==> src/rtl/vram_arb_pkg.sv <==
// vram_arb_pkg
//   Shared types and helpers for the VRAM read arbiter and its picker.
//   - arb_state_t : arbiter FSM states (IDLE waits for and grants a request,
//                   BURST issues the remaining words of the granted burst).
//   - rsp_tag_t   : sideband carried through the one-cycle response stage
//                   (valid, owning requester, last-word flag).
//   - eff_len     : effective burst length (a length of 0 means 1 word).
package vram_arb_pkg;

  // Owner field is sized for the largest supported requester count (8).
  localparam int OWNER_W   = 3;
  // eff_len works on a fixed-width container; callers zero-extend into it.
  localparam int LEN_W_MAX = 16;

  typedef enum logic {
    IDLE  = 1'b0,
    BURST = 1'b1
  } arb_state_t;

  typedef struct packed {
    logic               valid;
    logic [OWNER_W-1:0] owner;
    logic               last;
  } rsp_tag_t;

  function automatic logic [LEN_W_MAX-1:0] eff_len(input logic [LEN_W_MAX-1:0] len);
    return (len == '0) ? LEN_W_MAX'(1) : len;
  endfunction

endpackage

==> src/rtl/vram_read_arbiter_rr_pick.sv <==
// rr_pick
//   Combinational rotate-priority finder. Searches req starting at index ptr
//   and walking upward with wrap-around modulo N; reports the first set bit.
//   Ports:
//     req   [N]  request vector
//     ptr   [IW] starting index of the search (must be < N)
//     idx   [IW] index of the winning request (0 when none found)
//     found [1]  at least one request bit was set
module rr_pick #(
  parameter int N  = 4,
  parameter int IW = (N > 1) ? $clog2(N) : 1
) (
  input  logic [N-1:0]  req,
  input  logic [IW-1:0] ptr,
  output logic [IW-1:0] idx,
  output logic          found
);

  logic [IW-1:0] j;

  // Walk the search order backwards so the closest-to-ptr hit is written last.
  always_comb begin
    idx   = '0;
    found = 1'b0;
    j     = '0;
    for (int k = N - 1; k >= 0; k--) begin
      j = IW'((int'(ptr) + k) % N);
      if (req[j]) begin
        idx   = j;
        found = 1'b1;
      end
    end
  end

endmodule

==> src/rtl/vram_read_arbiter.sv <==
// vram_read_arbiter
//   Shares one VRAM read port between NREQ burst requesters. Grants are
//   round-robin; the granted burst is issued one word per cycle on
//   vram_en/vram_addr and each returned word is tagged to its owner one
//   cycle later (matching the port's registered read latency).
//
//   Handshake: a requester holds req_valid with req_addr/req_len stable until
//   it sees req_ready, a one-cycle pulse; the request is consumed on that
//   cycle and the requester must drop or replace it afterwards. Dropping
//   req_valid before req_ready withdraws the request. Responses have no
//   backpressure: rsp_valid[i] marks a word that requester i must take.
//
//   Ports:
//     clk, rst   clock, asynchronous active-high reset
//     req_valid  [NREQ]          pending burst request per requester
//     req_addr   [NREQ][AWIDTH]  burst start address
//     req_len    [NREQ][LWIDTH]  burst length (0 means 1)
//     req_ready  [NREQ]          accept pulse to the granted requester
//     rsp_valid  [NREQ]          one-hot owner of the word on rsp_data
//     rsp_last   1               word is the final word of its burst
//     rsp_data   [WIDTH]         returned word (passthrough of vram_data)
//     vram_en, vram_addr         VRAM port request
//     vram_data  [WIDTH]         VRAM port read data (1-cycle latency)
//
//   Build option: define VRAM_ARB_DISPLAY_PRIO_EN to give requester 0
//   (display scan-out) absolute priority in IDLE; its grants leave the
//   round-robin pointer untouched, the others rotate among themselves.
module vram_read_arbiter
  import vram_arb_pkg::*;
#(
  parameter int NREQ   = 4,
  parameter int WIDTH  = 12,
  parameter int AWIDTH = 14,
  parameter int LWIDTH = 4
) (
  input  logic                          clk,
  input  logic                          rst,
  input  logic [NREQ-1:0]               req_valid,
  input  logic [NREQ-1:0][AWIDTH-1:0]   req_addr,
  input  logic [NREQ-1:0][LWIDTH-1:0]   req_len,
  output logic [NREQ-1:0]               req_ready,
  output logic [NREQ-1:0]               rsp_valid,
  output logic                          rsp_last,
  output logic [WIDTH-1:0]              rsp_data,
  output logic                          vram_en,
  output logic [AWIDTH-1:0]             vram_addr,
  input  logic [WIDTH-1:0]              vram_data
);

  localparam int IW = (NREQ > 1) ? $clog2(NREQ) : 1;

  arb_state_t         state, state_d;
  logic [IW-1:0]      rr_ptr, rr_ptr_d;
  logic [IW-1:0]      owner, owner_d;
  logic [AWIDTH-1:0]  next_addr, next_addr_d;
  logic [LWIDTH-1:0]  remaining, remaining_d;
  rsp_tag_t           rsp_q, issue_tag;

  logic [NREQ-1:0]    pick_req;
  logic [IW-1:0]      pick_idx;
  logic               pick_found;

  logic [IW-1:0]      win_idx;
  logic               win_found;
  logic               win_adv;
  logic [LEN_W_MAX-1:0] win_len;

`ifdef VRAM_ARB_DISPLAY_PRIO_EN
  // Requester 0 is handled outside the rotation; the picker only sees 1..N-1.
  assign pick_req = {req_valid[NREQ-1:1], 1'b0};

  always_comb begin
    if (req_valid[0]) begin
      win_idx   = '0;
      win_found = 1'b1;
      win_adv   = 1'b0;
    end else begin
      win_idx   = pick_idx;
      win_found = pick_found;
      win_adv   = 1'b1;
    end
  end
`else
  assign pick_req = req_valid;

  always_comb begin
    win_idx   = pick_idx;
    win_found = pick_found;
    win_adv   = 1'b1;
  end
`endif

  rr_pick #(
    .N  (NREQ),
    .IW (IW)
  ) u_rr_pick (
    .req   (pick_req),
    .ptr   (rr_ptr),
    .idx   (pick_idx),
    .found (pick_found)
  );

  // Next-state, issue and grant logic. Outputs are forced idle while rst is
  // high so nothing is issued or granted during reset.
  always_comb begin
    state_d     = state;
    rr_ptr_d    = rr_ptr;
    owner_d     = owner;
    next_addr_d = next_addr;
    remaining_d = remaining;
    req_ready   = '0;
    vram_en     = 1'b0;
    vram_addr   = '0;
    issue_tag   = '0;
    win_len     = eff_len(LEN_W_MAX'(req_len[win_idx]));

    if (!rst) begin
      case (state)
        IDLE: begin
          if (win_found) begin
            req_ready[win_idx] = 1'b1;
            vram_en            = 1'b1;
            vram_addr          = req_addr[win_idx];
            owner_d            = win_idx;
            next_addr_d        = req_addr[win_idx] + AWIDTH'(1);
            if (win_adv) begin
              rr_ptr_d = (win_idx == IW'(NREQ - 1)) ? '0 : win_idx + IW'(1);
            end
            issue_tag.valid = 1'b1;
            issue_tag.owner = OWNER_W'(win_idx);
            issue_tag.last  = (win_len == LEN_W_MAX'(1));
            if (win_len != LEN_W_MAX'(1)) begin
              state_d     = BURST;
              remaining_d = LWIDTH'(win_len - LEN_W_MAX'(1));
            end
          end
        end

        BURST: begin
          vram_en         = 1'b1;
          vram_addr       = next_addr;
          next_addr_d     = next_addr + AWIDTH'(1);
          remaining_d     = remaining - LWIDTH'(1);
          issue_tag.valid = 1'b1;
          issue_tag.owner = OWNER_W'(owner);
          issue_tag.last  = (remaining == LWIDTH'(1));
          if (remaining == LWIDTH'(1)) begin
            state_d = IDLE;
          end
        end

        default: begin
          state_d = IDLE;
        end
      endcase
    end
  end

  always_ff @(posedge clk or posedge rst) begin
    if (rst) begin
      state     <= IDLE;
      rr_ptr    <= '0;
      owner     <= '0;
      next_addr <= '0;
      remaining <= '0;
      rsp_q     <= '0;
    end else begin
      state     <= state_d;
      rr_ptr    <= rr_ptr_d;
      owner     <= owner_d;
      next_addr <= next_addr_d;
      remaining <= remaining_d;
      // The tag lines up with the word the VRAM returns on the next cycle.
      rsp_q     <= issue_tag;
    end
  end

  always_comb begin
    rsp_valid = '0;
    for (int i = 0; i < NREQ; i++) begin
      rsp_valid[i] = rsp_q.valid && (rsp_q.owner == OWNER_W'(i));
    end
  end

  assign rsp_last = rsp_q.valid & rsp_q.last;
  assign rsp_data = vram_data;

endmodule

==> config.mk <==
export PLATFORM = sky130hd
export DESIGN_NAME = vram_read_arbiter
export DESIGN_NICKNAME = d
export VERILOG_FILES = /design/src/rtl/vram_arb_pkg.sv /design/src/rtl/vram_read_arbiter_rr_pick.sv /design/src/rtl/vram_read_arbiter.sv
export SDC_FILE = /design/constraint.sdc
export NUM_CORES = 1
export LEC_CHECK = 0
export CAP_MARGIN = 20
export CELL_PAD_IN_SITES_DETAIL_PLACEMENT = 0
export CELL_PAD_IN_SITES_GLOBAL_PLACEMENT = 2
export CORE_MARGIN = 1
export CORE_UTILIZATION = 24
export DETAILED_ROUTE_END_ITERATION = 12
export GPL_TIMING_DRIVEN = 0
export HOLD_SLACK_MARGIN = 0.12
export PLACE_DENSITY = 0.84
export SLEW_MARGIN = 20
export SYNTH_ARGS = -nofsm -noshare
export SYNTH_HDL_FRONTEND = slang
export SYNTH_SLANG_ARGS = --single-unit
==> constraint.sdc <==
create_clock -name clk -period 5.1 [get_ports clk]
set_clock_uncertainty 0.05 [all_clocks]
set_input_delay 1.02 -clock clk [delete_from_list [all_inputs] [get_ports clk]]
set_output_delay 1.02 -clock clk [all_outputs]
set_load 0.02 [all_outputs]
# Word-level counts from Yosys, hierarchy flattened
# Cells that the tools add are included.
# totals
regBits	28
wordCells	89
# classes
n_addsub	8
bitwise	3
eq_ne	9
n_reduce_logical	10
muxes	45
magnitude_cmp	6
# ops
cell	count
two-way mux 14 bit	4
case mux 14 bit (2 select lines)	2
adder 14 x 1 -> 14 bit, second input constant	2
binary-select mux 14 bit (select 2 bit)	1
two-way mux 4 bit	7
< comparator 2 x 3 -> 1 bit, second input constant	5
two-way mux 1 bit	14
two-way mux 2 bit	5
two-way mux 5 bit	2
case mux 5 bit (2 select lines)	1
binary-select mux 1 bit (select 2 bit)	4
binary-select mux 4 bit (select 2 bit)	1
== test 4 x 1 -> 1 bit, second input constant	2
case mux 4 bit (2 select lines)	1
subtractor 4 x 1 -> 4 bit, second input constant	2
== test 3 x 2 -> 1 bit, second input constant	2
AND reduction 3 bit	2
logical AND 1 bit	5
adder 2 x 1 -> 2 bit, second input constant	2
adder 2 bit, second input constant	2
zero test 4 bit	1
inequality test 2 bit, second input constant	2
inequality test 4 x 1 -> 1 bit, second input constant	1
case mux 1 bit (2 select lines)	2
8 further kinds	9

# Depth between registers and ports, before layout
# logic_depth
ltp_word	15
depth_mapped	15
ltp_nobuf	13

# By module
# A second synthesis with hierarchy kept.
# hier_totals
cells_unflattened	291
area_unflattened_um2	2533.7
# by_module_without_submodules
mod	cells_each	seq_area_each_um2	instances	area_per_inst_um2
vram_read_arbiter	278	675.6	1	2456.1
rr_pick	13	0.0	1	77.6

# Worst setup path before layout
# OpenSTA, ideal clock, no wires.
# synth_timing
path_type	input -> output
from	input port req_valid[2]
to	output port vram_addr[13]
setup_slack_ns	1.078
arrival_time_ns	2.952
n_path_buf	1
required_time_ns	4.030
stages	10
path_cell_list	nor2b_1 > a211o_1 > nand2_1 > inv_2 > buf_2 > mux2i_1 > mux2_2 > nor3_1 > a21oi_1 > nor2_1
# synth_via
elab_chain_len	11
elab_cells_between_ends	21
# synth_lines
element	line	source
from (decl)	vram_read_arbiter.sv:38	input logic [NREQ-1:0] req_valid,
binary-select mux 1 bit (select 2 bit)	vram_read_arbiter_rr_pick.sv:28	if (req[j]) begin
two-way mux 1 bit (not written as such)	vram_read_arbiter_rr_pick.sv:28	
two-way mux 2 bit (3 in series)	vram_read_arbiter_rr_pick.sv:28	
two-way mux 2 bit *	vram_read_arbiter_rr_pick.sv:28	
via pick_idx[1]	vram_read_arbiter.sv:60	logic [IW-1:0] pick_idx;
binary-select mux 14 bit (select 2 bit) *	vram_read_arbiter.sv:123	vram_addr = req_addr[win_idx];
two-way mux 14 bit (not written as such) *	vram_read_arbiter.sv:123	
two-way mux 14 bit *	vram_read_arbiter.sv:120	if (win_found) begin
case mux 14 bit (2 select lines) *	vram_read_arbiter.sv:118	case (state)
two-way mux 14 bit *	vram_read_arbiter.sv:117	if (!rst) begin
to (decl)	vram_read_arbiter.sv:46	output logic [AWIDTH-1:0] vram_addr,
# The timed path passes the listed nets; every way through them passes the cells marked *. The select of a mux whose other input is x is not followed.

# Final worst setup path
# layout_timing
from	input port req_valid[3]
to	output port vram_addr[0]
# layout_via
elab_chain_len	11
elab_cells_between_ends	21
# layout_lines
element	line
binary-select mux 1 bit (select 2 bit)	vram_read_arbiter_rr_pick.sv:28
two-way mux 1 bit (not written as such)	vram_read_arbiter_rr_pick.sv:28
two-way mux 2 bit (4 in series)	vram_read_arbiter_rr_pick.sv:28
binary-select mux 14 bit (select 2 bit)	vram_read_arbiter.sv:123
two-way mux 14 bit (not written as such)	vram_read_arbiter.sv:123
two-way mux 14 bit *	vram_read_arbiter.sv:120
case mux 14 bit (2 select lines) *	vram_read_arbiter.sv:118
two-way mux 14 bit *	vram_read_arbiter.sv:117
# Every way passes the cells marked *; elsewhere a longest branch is shown, timed or not. The select of a mux whose other input is x is not followed.

==> flow_summary.json <==
{
  "grt_max_degree": 31,
  "antenna_found_initial": 0,
  "final_cell_mix": "110 x clkdlybuf4s50_1, 31 x nand2_1, 27 x dfrtp_1, 25 x nor2_1, 21 x o21ai_0",
  "drc": 0,
  "min_path_type": "register to register",
  "clkPwrFrac_pct": 8.4,
  "r2r-end": "remaining[3]",
  "synthesis.area_um2": 2560,
  "setup_violations": 0,
  "wl_per_cell_um": 15.8,
  "grt_pass1_wl_mm": 14.2,
  "vias_per_cell": 4.81,
  "setup_slack_ns": 0.176,
  "synth_warnings": 0,
  "final_nets": 529,
  "cts_tree": "built",
  "gr-total-overflow": 0,
  "area_growth_pct": 56.5,
  "rsz0062_at_grt": "true",
  "outcome": "complete, no violations",
  "ys.flop_type": "dfrtp_1",
  "hold_end": "next_addr[1]",
  "die_x_um": 105,
  "drt_iter0_drc": 127,
  "cp.required_ns": 4.03,
  "period_minus_slack_ns": 4.92,
  "dpl_worst_slack_ns": -0.372,
  "critPathLaunchType": "input port",
  "numClockSinks": 27,
  "drive_gt1_share_pct": 14.0,
  "reg2regPathDepth": 14,
  "worstSetupStartpoint": "req_valid[3]",
  "hp-start": "next_addr[1]",
  "via_count": 2715,
  "place_congestion": 0.794,
  "grt_pass1_vias": 2711,
  "final_common_cell": "clkdlybuf4s50_1",
  "min_path_cells": 2,
  "n_antenna_cell": 0,
  "path_clk_slew_ns": 0.11,
  "grtUsageTotal_pct": 16.4,
  "yosysUniqueCellTypes": 53,
  "cts-root-buf": "clkbuf_8",
  "p_per_area_nw_per_um2": 410,
  "pwr-share-comb_pct": 69.4,
  "period_share_pct": 96.5,
  "synth_seq_cells": 27,
  "async_flop_share_pct": 100,
  "synth_cells": 310,
  "syn_area_per_cell_um2": 8.27,
  "dp.final_hpwl_mm": 7.01,
  "drv_cap": 0,
  "path_class": "input port to output port",
  "fin_setup_tns_ns": 0,
  "ant_nets": 0,
  "cts_hold_buf": 0,
  "ctsLongestPathBuffers": 2,
  "hold_viol": 0,
  "die_h_um": 105,
  "p_int_mw": 0.864,
  "p_sw_mw": 0.781,
  "end_kind": "output port",
  "p_leak_nw": 1.67,
  "synth-seq-area-share_pct": 26.4,
  "sw_frac_of_total_pct": 47.5,
  "sequentialPowerShare_pct": 22.2,
  "start_util_pct": 24.8,
  "critPathMaxFanout": 6,
  "clock_latency_ns": 0.29,
  "worst_pin_slew_ns": 0.943,
  "peakVddDrop_v": 0.000179,
  "maxSlewViolCount": 0,
  "maxSlewHeadroom_pct": 36.7,
  "synth_edf_count": 0,
  "worstPathArrival_ns": 3.85,
  "htreeDepth": 1,
  "core_area_um2": 10300,
  "fp-row-count": 37,
  "wl_mm": 8.93,
  "postLayoutCoreUtil_pct": 38.8,
  "port_buffers": 113,
  "dr.pass1.iters": 4,
  "io_pins": 126,
  "fmaxAchievable_mhz": 203,
  "dieArea_um2": 11100,
  "rrSetupSlack_ns": 1.55,
  "cts_buffers": 3,
  "worstReg2RegStart": "rr_ptr[1]",
  "syn-num-nets": 409
}
==> state kept, by name, summed over array words and instances (netlist names) <==
signal,flops
next_addr,14
owner,2
remaining,4
rr_ptr,2
rsp_q,4
state,1
==> per-layer routing <==
layer | vias to the layer above | routed length (um) | global-route usage (%)
met5 | - | 0 | 0
met4 | 0 | 127 | 4.43
met3 | 11 | 464 | 2.47
met2 | 96 | 4280 | 28.3
met1 | 1264 | 4060 | 21.2
li1 | 1344 | - | -
==> stage by stage <==
step	hold WS, ns	area (um^2)	std cells	total power [mW]
6_report	0.437	4010	565	1.65
5_1_grt	0.451	4010	565	1.79
4_1_cts	0.441	3960	563	1.63
3_5_place_dp	0.413	3860	559	1.47
3_3_place_gp	0.404	3860	559	1.45
2_1_floorplan	0.391	2560	310	1.11
==> power groups by stage <==
stage	combinational (mW)	clock, mW	sequential [mW]
2_1_floorplan	0.762	0	0.346
3_3_place_gp	1.10	0	0.358
3_5_place_dp	1.11	0	0.362
4_1_cts	1.13	0.140	0.359
5_1_grt	1.26	0.147	0.377
6_report	1.14	0.138	0.365
==> layout make-up <==
class / instances / area (um^2)
flip-flops and latches: 27 / 676
plain buffers: 23 / 145
clock buffers: 3 / 41.3
clock inverters: 1 / 7.51
well taps: 136 / 170
inverters: 20 / 82.6
repair buffers: 115 / 1150
fillers: 1051 / 6310
multi-input cells: 240 / 1740
==> critical path, stage by stage <==
cell             delay, ns
clkdlybuf4s50_1       0.62
nor2b_2               0.11
nor4b_4               0.35
nor2_2                0.14
clkinv_4              0.12
mux2_2                0.36
o311ai_2              0.39
nor2_1                0.17
clkdlybuf4s50_1       0.57
==> repair_timing <==
item / CTS / global route
pin swaps: 0 / 3
resized for setup: 14 / 8
setup endpoints to repair: 7 / 13
setup buffers: 0 / 2
==> logic make-up after synthesis <==
| kind of cell | after synthesis | synth area share [%] |
|---|---|---|
| AO/OA/AOI/OAI | 67 | 18.9 |
| XOR/XNOR | 11 | 3.76 |
| adder cells (fa/ha/maj) | 9 | 4.39 |
| buffers and inverters | 43 | 8.69 |
| flip-flops | 27 | 26.4 |
| multiplexers | 30 | 12.4 |
| AND/OR/NAND/NOR | 123 | 25.5 |
==> cell usage after synthesis, types with 8 or more instances <==
library cell,instances,share of area [%]
nand2_1,31,4.5
buf_4,12,3.5
nor2b_1,11,2.7
ha_1,9,4.4
nor2_1,25,3.7
mux2_2,13,5.7
o21ai_0,22,4.3
inv_1,18,2.6
mux2i_1,17,6.6
dfrtp_1,27,26
nand3_1,15,2.9
nor3_1,8,1.6
a21oi_1,9,1.8
==> worst max-delay path by stage <==
| stage | end | slack, ns | cells past startpoint |
|---|---|---|---|
| after floorplan | vram_addr[13] | 1.08 | 10 |
| after global placement | vram_addr[0] | -0.35 | 9 |
| after detailed placement | vram_addr[0] | -0.37 | 9 |
| after CTS | vram_addr[12] | 0.06 | 10 |
| after global routing | vram_addr[13] | -0.02 | 12 |
| final | vram_addr[0] | 0.18 | 9 |
Power figures use the tool's default switching activity.
